==> src/rtl/uart_tx_fifo.sv <==
// uart_tx_fifo: byte FIFO feeding an 8N1 UART serializer; define UART_TX_PARITY_EN to add an even-parity symbol
module uart_tx_fifo #(
    parameter int CLOCK_FREQ = 50_000_000,
    parameter int BAUD_RATE  = 115_200,
    parameter int FIFO_DEPTH = 8
) (
    input  logic                          clk,
    input  logic                          rst,
    input  logic [7:0]                    data_in,
    input  logic                          data_in_valid,
    output logic                          data_in_ready,
    output logic                          serial_out,
    output logic                          busy,
    output logic [$clog2(FIFO_DEPTH):0]   fifo_count
);
    localparam int SET = CLOCK_FREQ / BAUD_RATE;
    localparam int TW  = SET > 1 ? $clog2(SET) : 1;
    localparam int AW  = $clog2(FIFO_DEPTH);
    localparam int CW  = AW + 1;

    typedef enum logic [2:0] {IDLE, START, DATA, PARITY, STOP} state_t;

    state_t          state;
    logic [7:0]      mem [FIFO_DEPTH];
    logic [AW-1:0]   wr_ptr;
    logic [AW-1:0]   rd_ptr;
    logic [TW-1:0]   timer;
    logic [2:0]      bit_idx;
    logic [7:0]      shift;
`ifdef UART_TX_PARITY_EN
    logic            parity;
`endif
    logic            push;
    logic            pop;
    logic            tick;

    assign data_in_ready = !rst && fifo_count < CW'(FIFO_DEPTH);
    assign push = data_in_valid && data_in_ready;
    assign tick = timer == TW'(SET - 1);
    assign pop  = fifo_count != '0 && (state == IDLE || (state == STOP && tick));

    // storage array, no reset needed since the pointers define validity
    always_ff @(posedge clk) begin
        if (push) mem[wr_ptr] <= data_in;
    end

    // queue pointers and occupancy; a push and a pop together leave the count unchanged
    always_ff @(posedge clk) begin
        if (rst) begin
            wr_ptr     <= '0;
            rd_ptr     <= '0;
            fifo_count <= '0;
        end else begin
            if (push) wr_ptr <= wr_ptr + AW'(1);
            if (pop) rd_ptr <= rd_ptr + AW'(1);
            fifo_count <= fifo_count + CW'(push) - CW'(pop);
        end
    end

    // frame sequencer; a pop always starts a new frame, so STOP chains straight into START
    always_ff @(posedge clk) begin
        if (rst) begin
            state      <= IDLE;
            serial_out <= 1'b1;
            busy       <= 1'b0;
            timer      <= '0;
            bit_idx    <= '0;
            shift      <= '0;
`ifdef UART_TX_PARITY_EN
            parity     <= 1'b0;
`endif
        end else begin
            timer <= (state == IDLE || tick) ? '0 : timer + TW'(1);
            if (pop) begin
                shift      <= mem[rd_ptr];
`ifdef UART_TX_PARITY_EN
                parity     <= ^mem[rd_ptr];
`endif
                serial_out <= 1'b0;
                busy       <= 1'b1;
                state      <= START;
            end else begin
                case (state)
                    START: if (tick) begin
                        state      <= DATA;
                        serial_out <= shift[0];
                        bit_idx    <= '0;
                    end
                    DATA: if (tick) begin
                        if (bit_idx == 3'd7) begin
`ifdef UART_TX_PARITY_EN
                            state      <= PARITY;
                            serial_out <= parity;
`else
                            state      <= STOP;
                            serial_out <= 1'b1;
`endif
                        end else begin
                            bit_idx    <= bit_idx + 3'd1;
                            shift      <= shift >> 1;
                            serial_out <= shift[1];
                        end
                    end
                    PARITY: if (tick) begin
                        state      <= STOP;
                        serial_out <= 1'b1;
                    end
                    STOP: if (tick) begin
                        state      <= IDLE;
                        serial_out <= 1'b1;
                        busy       <= 1'b0;
                    end
                    default: state <= IDLE;
                endcase
            end
        end
    end
endmodule

==> config.mk <==
export PLATFORM = sky130hd
export DESIGN_NAME = uart_tx_fifo
export DESIGN_NICKNAME = d
export VERILOG_FILES = /design/src/rtl/uart_tx_fifo.sv
export SDC_FILE = /design/constraint.sdc
export NUM_CORES = 1
export LEC_CHECK = 0
export ABC_AREA = 1
export BUFFER_PORTS_ARGS = -buffer_cell sky130_fd_sc_hd__buf_4
export CORE_MARGIN = 2
export CORE_UTILIZATION = 61
export CTS_BUF_LIST = sky130_fd_sc_hd__clkbuf_4
export DETAILED_ROUTE_END_ITERATION = 10
export PLACE_DENSITY = 0.85
export SLEW_MARGIN = 20
export SYNTH_ARGS = -nofsm -noshare
export SYNTH_HDL_FRONTEND = slang
export SYNTH_SLANG_ARGS = --single-unit
==> constraint.sdc <==
create_clock -name clk -period 4.1 [get_ports clk]
set_input_delay 0.615 -clock clk [delete_from_list [all_inputs] [get_ports clk]]
set_output_delay 0.615 -clock clk [all_outputs]
set_load 0.01 [all_outputs]
After elaboration in Yosys (flattened, before gate mapping)

Memories as Yosys holds them, arrays and structs flattened. A register that Yosys moved wholly into a read port is not among the register bits.
Cells that the tools add are included.
Widths: inputs -> output; s select.

Shifts and indexed selects: 0
Mux-type cells: 27
Div/mod/pow operators: 0
Reductions and logical operators: 23
Eq/ne operators: 19
$mul: 0
Bitwise logic cells: 1
Add/subtract/negate cells: 6
Order comparisons: 1

Operators with widths:

| operator            | count |
|---|---|
| $mux 8              | 4 |
| $mux 3              | 9 |
| $ne 3x3->1 const B  | 5 |
| $reduce_and 5->1    | 3 |
| $ne 2x2->1 const B  | 7 |
| $pmux 3 s4          | 1 |
| $mux 1              | 11 |
| $add 3x1->3 const B | 3 |
| $add 9x1->9 const B | 1 |
| $eq 9x9->1 const B  | 1 |
| $reduce_bool 2->1   | 4 |
| $reduce_bool 4->1   | 2 |
| $eq 3x2->1 const B  | 2 |
| $eq 3x3->1 const B  | 2 |
| $pmux 3 s2          | 1 |
| $reduce_or 2->1     | 3 |
| $add 4x1->4         | 1 |
| $logic_and 1x1->1   | 4 |
| $lt 4x4->1 const B  | 1 |
| $reduce_and 4->1    | 1 |
| $sub 4x1->4         | 1 |
| $eq 3x1->1 const B  | 1 |
| $logic_not 3->1     | 1 |
| $ne 3x1->1 const B  | 1 |
| other kinds (6)     | 7 |

ROM bits: 0
Latch bits: 0
RAM bits: 64
Output and inout port bits: 7
Register bits: 35
Memories: 1

Memories:

| name | words | width | read ports | clocked after Yosys merged registers in | write ports | RTL line | source |
|---|---|---|---|---|---|---|---|
| mem  | 8     | 8     | 1          | 1                                       | 1           | 24       | `logic [7:0] mem [FIFO_DEPTH];` |

Longest topological paths before layout

Depth in word-level cells: 6
Depth in mapped cells: 15
Mapped depth without buffers: 15

Least setup slack after synthesis

OpenSTA, ideal clock, no wires.

Path kind: flip-flop to flip-flop
Start: register timer[0]
End: register fifo_count[2]
Setup time: 0.129 ns
Path slack: 1.923 ns
Data required time: 3.971 ns
Stages on the path, launching flop included: 15
Buffers on the path: 0
Arrival: 2.048 ns
Clock period less this slack: 2.177 ns
Cell sequence: dfxtp_1 ha_1 nand2_1 nor2_4 nand3_4 nand2_2 nand2_4 nor2_1 inv_1 nand2_1 ha_1 inv_1 fa_1 xor2_1 nor2_1

Longest elaborated chain between the ends: 5

Ends and longest elaborated chain:

| what                   | RTL line | source |
|---|---|---|
| from (decl)            | 27       | `logic [TW-1:0] timer;` |
| from (signal assigned) | 73       | `timer <= (state == IDLE \|\| tick) ? '0 : timer + TW'(1);` |
| $eq 9x9->1             | 39       | `assign tick = timer == TW'(SET - 1);` |
| $logic_and 1x1->1      | 40       | `assign pop = fifo_count != '0 && (state == IDLE \|\| (state == STOP && tick));` |
| $logic_or 1x1->1       | 40       |  |
| $logic_and 1x1->1      | 40       |  |
| $sub 4x1->4            | 56       | `fifo_count <= fifo_count + CW'(push) - CW'(pop);` |
| to (signal assigned)   | 56       |  |
| to (decl)              | 14       | `output logic [$clog2(FIFO_DEPTH):0] fifo_count` |

No other way between the ends.
A chain may end at the register's enable or synchronous reset.

Worst setup path in the final report

Same ends and word-level chain as after synthesis.

==> flow_summary.yaml <==
status:
  run_status: "finished, final reports clean"
clock_tree:
  clk_transition_reported_paths_ps: 150
  cts-root-buf: "clkbuf_4"
  cts_resized: 0
  tritoncts.num_buffers: 9
  clk-insertion-delay-late_ps: 450
  cts.repair_timing.setup_buffer_count: 0
  cts_hold_repair.buffers: 0
  ctsLongestPathBuffers: 2
  clock_tree.htree_level_count: 3
  clock-sinks: 102
  cts_tree: "yes"
worst_setup_path:
  cp.arrival_ps: 2850
  setup.worst_path.end_class: "flip-flop"
  timing.critical_path.from_type: "flip-flop"
  required_ps: 4500
  worstPathCellList: "ha_1, nand2_1, nor2_4, nand3_4, nand2_2, nand2_4, nor2_1, inv_1, nand2_1, ha_1, inv_1, fa_1, xor2_1, nor2_1"
  path_class: "flip-flop to flip-flop"
  timing.critical_path.slowest_cell_delay_ps: 410
  worstPathMaxFanout: 18
  crit_slowest_cell: "dfxtp_1"
run:
  maxCapViolations: 0
routing:
  drt_first_iter_violations: 252
  finalWirelength_um: 8480
  drcViolationCount: 0
  drt_pre_antenna_iters: 5
  route.vias.total: 3173
  postRouteAntennaNets: 0
  post_drt_via_cell_ratio: 5.32
  detail_route.wl_per_cell_um: 14.2
placement:
  port_buffers: 17
  place.gp.congestion: 0.887
  dp_slack_ps: 1670
  place_hpwl_um: 5810
  placedInstanceArea_mm2: 0.00473
final_layout:
  layout-drive-gt1-share_pct: 14.7
  n_antenna_cell: 0
  finish.net_count: 514
  filler_cell_count: 562
  fin_util_pct: 67.1
  synthToLayoutAreaGrowth_pct: 6.61
  layout_commonest_cell: "nand2_1"
  layout_common_cells: "nand2_1 (150), edfxtp_1 (64), nor2_1 (46)"
  post_route_cell_area_mm2: 0.00486
floorplan:
  top_level_ports: 18
  standard_cell_row_count: 31
  chipWidth_um: 90.5
  chipHeight_um: 90.5
  design.die.area_mm2: 0.00819
  start_util_pct: 62.9
  core_region_area_mm2: 0.00725
timing:
  unrepaired_setup_endpoints_after_global_routing: "no"
  relSlewSlack_pct: 46.8
  final-setup-viol-count: 0
  timing_worst_slew_pin_value_ps: 795
  maxClockFrequency_mhz: 408
  fin_tns_setup_ps: 0
  clock_skew_ps: 21.9
  final_max_slew_viol_count: 0
  post-route-period-util_pct: 59.7
  final_hold_vio_count: 0
  post-route-min-period_ps: 2450
  postLayoutSetupSlackWorst_ps: 1650
synth:
  yosysTopAreaCellShare_pct: 42.1
  postSynthNetCount: 500
  yosys_warnings: 0
  synth_cell_types: 35
  postSynthRegisterBits: 102
  synth_area_mm2: 0.00456
  synthesis.instances: 478
  synth.area.top_cells: "edfxtp_1 (42%), dfxtp_1 (17%), nand2_1 (12%), nor2_1 (3.8%), ha_1 (2.7%)"
  synth_edf_count: 64
  primary_ff_master_synth: "edfxtp_1"
  synth.largest_area_cell: "edfxtp_1"
  asyncSetResetFlopFracSynth_pct: 0
  synthesis.area_per_instance_um2: 9.55
  sequential_share_of_the_synthesized_area_pct: 58.8
global_routing:
  grt.total_usage_pct: 21.9
  first_global_vias: 3124
  antenna_found_initial: 0
  grt_max_degree: 34
  global_route_wire_length_before_repair_um: 14100
  grt.overflow.total: 0
pwr:
  p_per_area_mw_per_mm2: 575
  vdd.ir_drop.worst_v: 0.000288
  power.static_leakage_nw: 2.05
min_path:
  hold_class: "primary input to flip-flop"
[area by class of cell]
cell class | instances | area [µm²] | share of cell area [%]
flip-flops and latches | 102 | 2680 | 55.1
multi-input cells | 321 | 1640 | 33.6
inverters | 40 | 153 | 3.14
repair buffers | 18 | 135 | 2.78
well taps | 99 | 124 | 2.55
clock buffers | 10 | 75.1 | 1.54
clock inverters | 6 | 60.1 | 1.23
[sequential cells by signal (all words and copies together) (netlist names), named ones only]
name	cells
busy	1
mem	64
rd_ptr	3
serial_out	1
timer	9
bit_idx	3
wr_ptr	3
shift	8
state	3
fifo_count	4
[cells in the mapped netlist, types with 2 or more instances]
master      n
nand3_2    12
nand2_4     4
o21ai_1     6
nor2_4      3
buf_2       8
buf_1       2
nand2_2     9
edfxtp_1   64
a21oi_1    17
nor3b_1     3
nor2_1     46
nand2_1   150
o211ai_1    2
dfxtp_1    38
buf_6       3
xor2_1      4
nand3_1    24
inv_1      33
ha_1       10
o21ai_0    18
nor3_1      3
inv_2       6
[worst max-delay path, delay by kind of cell, from the launching register on]
family / cells / cell delay [ps]
xor+xnor: 1 / 170
fa+ha+maj: 3 / 710
flops: 1 / 410
simple gates: 8 / 970
buf+inv: 2 / 160
[power by group]
group / leakage (nW) / total [mW] / internal [mW] / switching (mW)
clock network: 0.0704 / 0.507 / 0.191 / 0.316
logic: 1.09 / 0.989 / 0.347 / 0.642
registers: 0.888 / 1.30 / 1.20 / 0.104
[metrics by stage]
| step | cells | hold slack (ps) | power [mW] |
|---|---|---|---|
| after floorplan | 478 | 433 | 2.09 |
| after global placement | 580 | 449 | 2.26 |
| after CTS | 596 | 370 | 2.81 |
| after detailed placement | 580 | 458 | 2.31 |
| final | 596 | 394 | 2.80 |
| after global routing | 596 | 360 | 3.00 |
[worst paths after layout]
kind | start | slack [ps] | cells past startpoint | endpoint
setup / recovery | timer[0] | 1650 | 14 | fifo_count[2]
hold reg to reg | timer[0] | 490 | 1 | timer[0]
setup reg to reg | timer[0] | 1650 | 14 | fifo_count[2]
hold / removal | data_in[5] | 390 | 1 | mem[2][5]
[metal layers]
layer  track usage [%]  vias to the layer above  part of all wire (%)
met4              9.10                        0                   2.3
met2              38.3                       74                    51
li1                  -                     1593                     -
met5                 0                        -                     0
met1              26.2                     1488                    42
met3              4.92                       18                   4.2
[cell families after synthesis]
group,synth area share (%)
compound gates,6.01
buf+inv,5.37
flops,58.8
xor+xnor,0.768
simple gates,25.9
fa+ha+maj,3.18
(Power assumes the default switching activity.)
